--- config.mk ---
export PLATFORM = sky130hd
export DESIGN_NAME = display_scan
export DESIGN_NICKNAME = d
export VERILOG_FILES = /design/src/rtl/display_scan.sv
export SDC_FILE = /design/constraint.sdc
export NUM_CORES = 1
export LEC_CHECK = 0
export BUFFER_PORTS_ARGS = -buffer_cell sky130_fd_sc_hd__buf_2
export CORE_MARGIN = 2
export CORE_UTILIZATION = 52
export CTS_CLUSTER_SIZE = 30
export DETAILED_ROUTE_END_ITERATION = 8
export PLACE_DENSITY = 0.84
export SETUP_SLACK_MARGIN = 0.4
export SLEW_MARGIN = 20
export SYNTH_ARGS = -nofsm -noshare
export SYNTH_HDL_FRONTEND = slang
export SYNTH_SLANG_ARGS = --single-unit
--- constraint.sdc ---
create_clock -name ck -period 6.1 [get_ports ck]
set_input_delay 0.61 -clock ck [delete_from_list [all_inputs] [get_ports ck]]
set_output_delay 0.61 -clock ck [all_outputs]
set_load 0.02 [all_outputs]
--- src/rtl/display_scan.sv ---
// display_scan: time-multiplexed 7-segment scanner for NDIG digits.
//
// One digit is selected at a time by a scan pointer that advances on each
// hz512 tick. The selected digit is shown only if it is enabled, the global
// brightness PWM is in its on-phase and, when blink support is built, it is
// not in the off-half of a blink period. Both outputs are registered.
//
// Optional feature: define DISPLAY_SCAN_BLINK_EN to build the blink logic
// (bcnt, bphase). Without it the blink port is accepted but ignored.
//
// Ports
//   ck       system clock, rising edge
//   resetn   asynchronous active-low reset
//   hz512    scan tick, one ck-cycle pulse
//   dig      digit codes, digit i at dig[4i+3:4i]
//   dispen   per-digit display enable
//   blink    per-digit blink request
//   bright   brightness, duty = (bright+1)/2^DIMW
//   common   one-hot digit select, active-high, registered
//   segment  segments a..g (MSB = a), active-high, registered
module display_scan #(
    parameter int NDIG        = 5,
    parameter int BLINK_TICKS = 256,
    parameter int DIMW        = 3
) (
    input  logic              ck,
    input  logic              resetn,
    input  logic              hz512,
    input  logic [4*NDIG-1:0] dig,
    input  logic [NDIG-1:0]   dispen,
    input  logic [NDIG-1:0]   blink,
    input  logic [DIMW-1:0]   bright,
    output logic [NDIG-1:0]   common,
    output logic [6:0]        segment
);

    logic [2:0]      ptr;
    logic [DIMW-1:0] pcnt;
    logic            pwm_on;
    logic            vis;
    logic            sel_en;
    logic [3:0]      sel_code;
    logic [NDIG-1:0] sel_hot;

    function automatic logic [6:0] segdec(input logic [3:0] code);
        logic [6:0] s;
        case (code)
            4'h0: s = 7'b1111110;
            4'h1: s = 7'b0110000;
            4'h2: s = 7'b1101101;
            4'h3: s = 7'b1111001;
            4'h4: s = 7'b0110011;
            4'h5: s = 7'b1011011;
            4'h6: s = 7'b1011111;
            4'h7: s = 7'b1110010;
            4'h8: s = 7'b1111111;
            4'h9: s = 7'b1111011;
            4'hA: s = 7'b0000001;   // '-'
            4'hB: s = 7'b0001110;   // 'L'
            4'hC: s = 7'b1001110;   // 'C'
            4'hD: s = 7'b0010101;   // 'n'
            4'hE: s = 7'b1001111;   // 'E'
            default: s = 7'b1100111; // 'P'
        endcase
        return s;
    endfunction

    // Bright = all-ones keeps pwm_on high on every pcnt value.
    assign pwm_on = (pcnt <= bright);

`ifdef DISPLAY_SCAN_BLINK_EN
    localparam int BCW = (BLINK_TICKS > 1) ? $clog2(BLINK_TICKS) : 1;

    logic [BCW-1:0] bcnt;
    logic           bphase;
    logic           sel_blk;

    always_ff @(posedge ck or negedge resetn) begin
        if (!resetn) begin
            bcnt   <= '0;
            bphase <= 1'b0;
        end else if (hz512) begin
            if (bcnt == BCW'(BLINK_TICKS - 1)) begin
                bcnt   <= '0;
                bphase <= ~bphase;
            end else begin
                bcnt <= bcnt + BCW'(1);
            end
        end
    end

    always_comb begin
        sel_blk = 1'b0;
        for (int i = 0; i < NDIG; i++) begin
            if (ptr == 3'(i)) sel_blk = blink[i];
        end
    end

    assign vis = sel_en & pwm_on & ~(sel_blk & bphase);
`else
    logic unused_blink;
    assign unused_blink = ^blink;

    assign vis = sel_en & pwm_on;
`endif

    // Select the digit addressed by ptr; out-of-range ptr selects nothing,
    // which keeps the outputs blank rather than undefined.
    always_comb begin
        sel_en   = 1'b0;
        sel_code = 4'h0;
        sel_hot  = '0;
        for (int i = 0; i < NDIG; i++) begin
            if (ptr == 3'(i)) begin
                sel_en     = dispen[i];
                sel_code   = dig[4*i +: 4];
                sel_hot[i] = 1'b1;
            end
        end
    end

    // Register boundary: pointer, PWM counter and both outputs.
    always_ff @(posedge ck or negedge resetn) begin
        if (!resetn) begin
            ptr     <= 3'd0;
            pcnt    <= '0;
            common  <= '0;
            segment <= 7'b0000000;
        end else begin
            pcnt <= pcnt + DIMW'(1);
            if (hz512) begin
                ptr <= (ptr == 3'(NDIG - 1)) ? 3'd0 : ptr + 3'd1;
            end
            common  <= vis ? sel_hot : '0;
            segment <= vis ? segdec(sel_code) : 7'b0000000;
        end
    end

endmodule

### After elaboration in Yosys (flattened, before gate mapping)

Memories as Yosys holds them, arrays and structs flattened.
Cells that the tools add are included.

* register bits after elaboration: 18
* latch bits: 0
* bits in writable memories: 0
* ROM bits: 112
* input port bits: 36
* word-level logic and storage cells: 32
* memories kept: 1

Memories
* (no name shown): depth 16, width 7, read ports 1, clocked after memory_dff 0, wr ports 0, RTL line 47 `case (code)`

* add/subtract/negate cells: 2
* multiply operators: 0
* divide/modulo/power cells: 0
* magnitude comparators: 1
* equality and inequality tests: 4
* shift-type cells: 0
* multiplexer cells: 18
* bitwise logic cells: 1
* reduce and logical (&&, ||, !) cells: 1

Operator list (number)
* $mux 4: 5
* $mux 1: 10
* $mux 7: 1
* $add 3x1->3 const B: 2
* $eq 3x2->1 const B: 2
* $mux 5: 1
* $eq 3x1->1 const B: 1
* $eq 3x3->1 const B: 1
* $le 3x3->1: 1
* $logic_not 3->1: 1
* $mux 3: 1
* $and 1x1->1: 1

### Longest topological paths before layout

Gate-level depths: netlist (run 1).

* depth in word-level cells: 8
* mapped depth: 12
* depth with buffers taken out: 11

### Least setup slack after synthesis (run 1)

No wires, ideal clock.

* path type: flip-flop to flip-flop
* start: register ptr[1]
* end: register segment[0]
* library setup time: 82 ps
* arrival: 2513 ps
* required time: 6018 ps
* path slack: 3505 ps
* cell stages (with the launch flop): 11
* period minus slack after synthesis: 2595 ps
* path through: dfrtp_1 > inv_1 > ha_1 > buf_2 > nand3b_1 > a211o_1 > a31oi_1 > inv_1 > ha_1 > or3_1 > a31oi_1

* cells in the longest elaborated chain, start to end: 8
* elaborated cells between the ends (all ways): 18
* those cells by class: eq/ne: 4; mux: 11; bitwise: 1; reduce/logical: 1; memory: 1

Ends and longest elaborated chain
* start: declaration: RTL line 37 `logic [2:0] ptr;`
* start signal: assignment: RTL line 132 `ptr <= (ptr == 3'(NDIG - 1)) ? 3'd0 : ptr + 3'd1;`
* $logic_not 3->1: RTL line 114 `if (ptr == 3'(i)) begin`
* $mux 4 or $mux 1 (tied branches) (5 in series): RTL line 114
* $mem_v2 16x7 or $and 1x1->1 (tied branches)
* $mux 7 (*): RTL line 135 `segment <= vis ? segdec(sel_code) : 7'b0000000;`
* end signal: assignment: RTL line 135
* end: declaration: RTL line 34 `output logic [6:0] segment`

Mark *: on every way between the ends. The rest lies on a longest branch, timed or not.
A chain may end at the register's enable or synchronous reset.

### Final worst setup path (run 1)

* start: register ptr[0]
* end: register segment[0]

The elaborated chain is that of the path after synthesis.

==> impl_metrics.csv, run 1 <==
group,metric,value,unit
synthesis,syn-cell-area,1282,sq um
detailed_routing,drtIter0Drc,20,
power,powerDensity,504.5,nW/um^2
finish,num_antenna_cells,0,
power,power_frac_seq,0.221,
placement,place_area,1490,sq um
synthesis,synth_warnings,0,
finish,regArea,450.4,sq um
finish,n_fill_cell,183,
timing,skew,0.004875,ns
global_routing,globalRouteTotalUtil,0.2052,
power,peakVddDrop,276.9,uV
detailed_routing,num_vias,1118,
global_routing,grt_pass1_vias,1064,
synthesis,syn_inst,132,
run,drv_cap,0,
worst_hold_path,hold_class,"in -> async",
placement,numPortBuffers,42,
die,die_w,53.66,microns
power,switching_share,0.4695,
timing,rsz0062_at_grt,"false",
die,die_area,2879,sq um
setup_path,crit_path_end_kind,"register",
die,row_count,17,
clock_tree,cts-buffers-inserted,3,
timing,min_period,3.115,ns
placement,dp_slack,3.028,ns
detailed_routing,routed_wirelength,2.587,mm
synthesis,synthDistinctLibCells,42,
detailed_routing,antenna_left,0,
detailed_routing,drc_errors,0,
clock_tree,cts_tree,"built",
timing,tns,0,ns
timing,hold_viol,0,
setup_path,critPathMaxFanout,12,
timing,slew_viol_final,0,
clock_tree,root_buffer,"clkbuf_4",
clock_tree,hold_buffers,0,
finish,design_area,1526,sq um
finish,area_delta_synth_final,19.02,%
synthesis,yosysSeqAreaShare,0.3512,
timing,setup_viol,0,
placement,place_hpwl,2.139,mm
detailed_routing,via_per_inst,5.590,
outcome,status,"completed",
clock_tree,cts-resized-gates,0,
synthesis,ys_ff_latch,18,
clock_tree,clock_latency,0.28,ns
detailed_routing,wire_per_inst,12.94,microns
synthesis,avgSynthCellArea,9.716,sq um
setup_path,cp.required,6.30,ns
clock_tree,clkTransAtPathRegs,0.10,ns
die,core,2276,sq um
setup_path,arrival,3.31,ns
power,power.switching,0.0003615,W
finish,final_nets,224,
die,fp.dieH,53.66,microns
timing,slew_headroom,0.4420,
timing,fmax,321.0,MHz
placement,place.gp.congestion,0.8331,
setup_path,worst_setup_path_start_kind,"register",
finish,multi_input_area,745.7,sq um
global_routing,grt_first_pass_wirelength,4.333,mm
setup_path,path_class,"reg -> reg",
power,p_leak,0.8184,nW
detailed_routing,dr.pass1.iters,5,
synthesis,synth_fp_nets,183,
die,start_util,0.5635,
global_routing,grt_start_max_net_pins,19,
clock_tree,post_cts_buffers,0,
power,pwr-share-comb,0.689,
clock_tree,cts.sinks,18,
clock_tree,htree_levels,1,
power,p_int,0.0004085,W
clock_tree,clk_path_buf_depth,2,
global_routing,overflow,0,
die,pin_count,48,
timing,worst_pin_slew,0.8300,ns
finish,drive_gt1_frac,0.3198,
power,clkPwrFrac,0.090,
global_routing,antenna_found_initial,0,
timing,post-route-period-util,0.5106,
timing,timing.final.ws_setup,2.985,ns
## worst paths after layout
kind                                   end  slack (ns)    start  cells past startpoint
worst min register to register     pcnt[0]        0.45  pcnt[0]                      1
worst max register to register  segment[0]        2.99   ptr[0]                      9
worst max-delay path            segment[0]        2.99   ptr[0]                      9
min in group ck                    pcnt[0]        0.45  pcnt[0]                      1
max in group asynchronous       segment[5]        5.60   resetn                      1
worst min-delay path               pcnt[1]        0.23   resetn                      1
## logic make-up (layout without fill, tap and decap cells)
| family | Yosys count | count (layout) | synth area share |
|---|---|---|---|
| and+or+nand+nor | 39 | 39 | 0.1785 |
| AOI/OAI and AO/OA | 36 | 36 | 0.2137 |
| buffers and inverters | 19 | 59 | 0.06731 |
| DFF | 18 | 18 | 0.3512 |
| adders and majority gates | 15 | 15 | 0.1463 |
| muxes | 4 | 4 | 0.03609 |
| xor gates and xnor gates | 1 | 1 | 0.006831 |
## metal layers
layer  routed length (microns)  vias up  track usage
met2                      1162       58       0.3455
li1                          -      556            -
met5                         0        -            0
met3                       189        6      0.02222
met4                        67        0       0.1068
met1                      1168      498       0.2575
## stage by stage
step	hold slack [ns]	instances	util	power, W
2_1_floorplan	0.3144	132	-	0.0005958
3_3_place_gp	0.4347	196	0.6548	0.0006733
3_5_place_dp	0.4472	196	0.6548	0.0006968
4_1_cts	0.2346	200	0.6707	0.0007680
5_1_grt	0.2385	200	0.6707	0.0008340
6_report	0.2255	200	0.6707	0.0007700
## synthesized netlist by cell type (all sizes together)
cell type	instances	area [sq um]
buf	5	33.78
o31a	1	8.760
nor2	4	15.01
a221oi	3	38.79
mux2	2	26.27
inv	13	48.80
o211ai	1	7.510
nand3b	8	60.06
a211o	2	18.77
xor2	1	8.760
nor2b	3	18.77
and3	3	18.77
a211oi	8	60.06
dfrtp	18	450.4
o211a	1	10.01
o2111ai	1	8.760
a31oi	3	18.77
o31ai	3	22.52
or3	1	6.260
o21ba	1	10.01
nand2	6	22.52
and2	2	15.02
or2	2	15.02
clkbuf	1	3.750
mux2i	2	20.02
o21ai	5	25.02
nor3b	3	22.52
o21bai	1	7.510
a21oi	4	20.02
nor3	2	10.01
ha	15	187.7
nand3	5	25.02
o21a	1	7.510
a221o	1	10.01
## power groups by stage
stage | logic (W) | registers (W) | clock network (W)
after floorplan | 0.000400 | 0.000196 | 0
after global placement | 0.000502 | 0.000171 | 0
after detailed placement | 0.000523 | 0.000173 | 0
after CTS | 0.000526 | 0.000171 | 0.0000712
after global routing | 0.000583 | 0.000175 | 0.0000764
final | 0.000530 | 0.000170 | 0.0000692
## placed cells by master, fill, tap and decap left out, types with 5 or more instances in the layout
cell      instances
nand3b_1          8
nand3_1           5
buf_2            42
ha_1             15
a211oi_1          8
inv_1            13
dfrtp_1          18
nand2_1           6
## flip-flops by register name (all words and copies together) (netlist names)
register / count
common: 5
segment: 7
ptr: 3
pcnt: 3
## cell type report
cell class | count | area share
well taps | 28 | 0.02295
flip-flops and latches | 18 | 0.2951
inverters | 13 | 0.03197
multi-input cells | 95 | 0.4885
repair buffers | 42 | 0.1377
clock buffers | 4 | 0.02377
## worst max-delay path, cell delays in order, from the launching register on
cell and delay, ns:
dfrtp_1 0.41, inv_1 0.12, ha_1 0.42, nand3b_1 0.12, a211o_1 0.30, a31oi_1 0.62
inv_1 0.19, ha_1 0.29, or3_1 0.38, a31oi_1 0.16
No activity file was read; power rests on OpenSTA's default activity.
==> run 2, diff against run 1 <==
CORE_UTILIZATION = 44   (was 52)
PLACE_DENSITY = 0.76   (was 0.84)
clock period = 2.7 ns   (was 6.1 ns; I/O delays follow)
==> impl_metrics.csv, run 2 (synthesized netlist as in run 1, its figures left out) <==
group,metric,value,unit
outcome,status,"completed",
timing,min_period,2.371,ns
timing,post-route-period-util,0.8780,
finish,final_nets,243,
worst_hold_path,worstHoldStart,"hz512",
setup_path,max_stage_delay,0.46,ns
detailed_routing,routed_wirelength,3.140,mm
setup_path,critPathMaxFanout,6,
worst_hold_path,hold_depth,2,
die,die_w,57.99,microns
setup_path,worst_path_max_delay_cell,"a211oi_1",
finish,num_antenna_cells,0,
power,peakVddDrop,707.3,uV
die,core,2758,sq um
detailed_routing,num_vias,1207,
detailed_routing,dr.pass1.iters,4,
clock_tree,root_buffer,"clkbuf_4",
detailed_routing,via_per_inst,5.437,
global_routing,grt_start_max_net_pins,19,
worst_hold_path,hold_class,"in -> reg",
detailed_routing,drc_errors,0,
die,fp.dieH,57.99,microns
timing,fmax,421.8,MHz
run,drv_cap,0,
setup_path,worst_setup_path_start_kind,"register",
power,p_leak,0.9195,nW
finish,layout_common_cells,"buf_2 (42), dfrtp_1 (18), buf_4 (16)",
setup_path,cp.required,2.87,ns
clock_tree,clock_latency,0.28,ns
placement,numPortBuffers,42,
setup_path,path_class,"reg -> reg",
finish,drive_gt1_frac,0.4869,
die,pin_count,48,
setup_path,crit_path_end_kind,"register",
clock_tree,cts-buffers-inserted,3,
timing,worst_pin_slew,0.4665,ns
placement,place.gp.congestion,0.8119,
worst_hold_path,worstHoldEndpoint,"ptr[1]",
finish,largest_reg_flops,7,
setup_path,arrival,2.54,ns
global_routing,grt_first_pass_wirelength,5.202,mm
finish,area_delta_synth_final,40.98,%
timing,rsz0062_at_grt,"true",
setup_path,crit_chain,"ha_1, ha_2, or2_4, a221o_1, a211oi_1, o31ai_1, o21ba_2",
finish,final_common_cell,"buf_2",
setup_path,rr_startpoint,"ptr[0]",
global_routing,grt_pass1_vias,1219,
global_routing,globalRouteTotalUtil,0.1977,
setup_path,ff2ff_path_depth,7,
setup_path,rrSetupSlack,0.33,ns
die,row_count,19,
die,die_area,3363,sq um
detailed_routing,wire_per_inst,14.14,microns
setup_path,r2r_end,"segment[6]",
detailed_routing,antenna_left,0,
placement,place_hpwl,2.376,mm
global_routing,overflow,0,
finish,top_regs,"segment: 7 flops, common: 5 flops",
detailed_routing,drtIter0Drc,20,
clock_tree,cts.sinks,18,
finish,postLayoutCoreUtil,0.6556,
timing,slew_viol_final,0,
global_routing,antenna_found_initial,0,
power,powerDensity,1251,nW/um^2
clock_tree,clk_path_buf_depth,2,
timing,skew,0.002594,ns
die,start_util,0.4651,
timing,hold_viol,0,
timing,setup_viol,0,
finish,regMostFlops,"segment",
timing,slew_headroom,0.6869,
timing,tns,0,ns
clock_tree,cts_tree,"built",
clock_tree,clkTransAtPathRegs,0.09,ns
clock_tree,htree_levels,1,
-- run 2: power by group --
part,total (W),internal [W],switching [W]
clock,0.000151,0.0000819,0.0000689
combinational,0.00174,0.000835,0.000903
sequential,0.000373,0.000344,0.0000291
-- run 2: metrics by stage --
step / cell area, sq um / setup WS (ns) / instances / total power [W] / hold WS [ns]
after floorplan: 1310 / 0.3884 / 132 / 0.001389 / -0.02559
after global placement: 1556 / 0.1602 / 204 / 0.001613 / 0.2005
after detailed placement: 1556 / 0.1055 / 204 / 0.001668 / 0.2035
after CTS: 1787 / 0.3614 / 221 / 0.002183 / 0.2293
after global routing: 1808 / 0.2564 / 222 / 0.002437 / 0.2330
final: 1808 / 0.3294 / 222 / 0.002263 / 0.2413
-- run 2: worst max-delay path: cells and delay by family, from the launching register on --
family / cells / cell delay, ns
AOI/OAI and AO/OA: 4 / 1.15
adders and majority gates: 2 / 0.44
DFF: 1 / 0.43
and+or+nand+nor: 1 / 0.25
-- run 2: timing repair --
| item | 4_1_cts | 5_1_grt |
|---|---|---|
| hold buffers | 1 | 0 |
| gates resized for setup | 20 | 4 |
| buffers inserted | 12 | 1 |
| pin swaps | 12 | 4 |
| endpoints found under the setup margin | 7 | 9 |
| endpoints found under the hold margin | 18 | 0 |
-- run 2: how the worst max path moves through the flow --
stage | to | slack (ns) | startpoint
floorplan | segment[0] | 0.39 | ptr[1]
global placement | segment[0] | 0.16 | ptr[0]
detailed placement | segment[0] | 0.11 | ptr[0]
CTS | segment[5] | 0.36 | ptr[0]
global route | segment[6] | 0.26 | ptr[0]
finish | segment[6] | 0.33 | ptr[0]
-- run 2: layout make-up --
class,count,area [sq um]
fill,213,949.7
multi-input combinational,95,870.8
sequential,18,450.4
timing repair buffer,61,362.8
inverter,13,48.80
tap,31,38.79
clock buffer,4,36.28
-- run 2: per-layer routing --
layer	wire length, microns	vias up	GRT usage
li1	-	595	-
met1	1332	564	0.2582
met2	1587	46	0.3360
met3	192	2	0.01563
met4	27	0	0.08638
met5	0	-	0
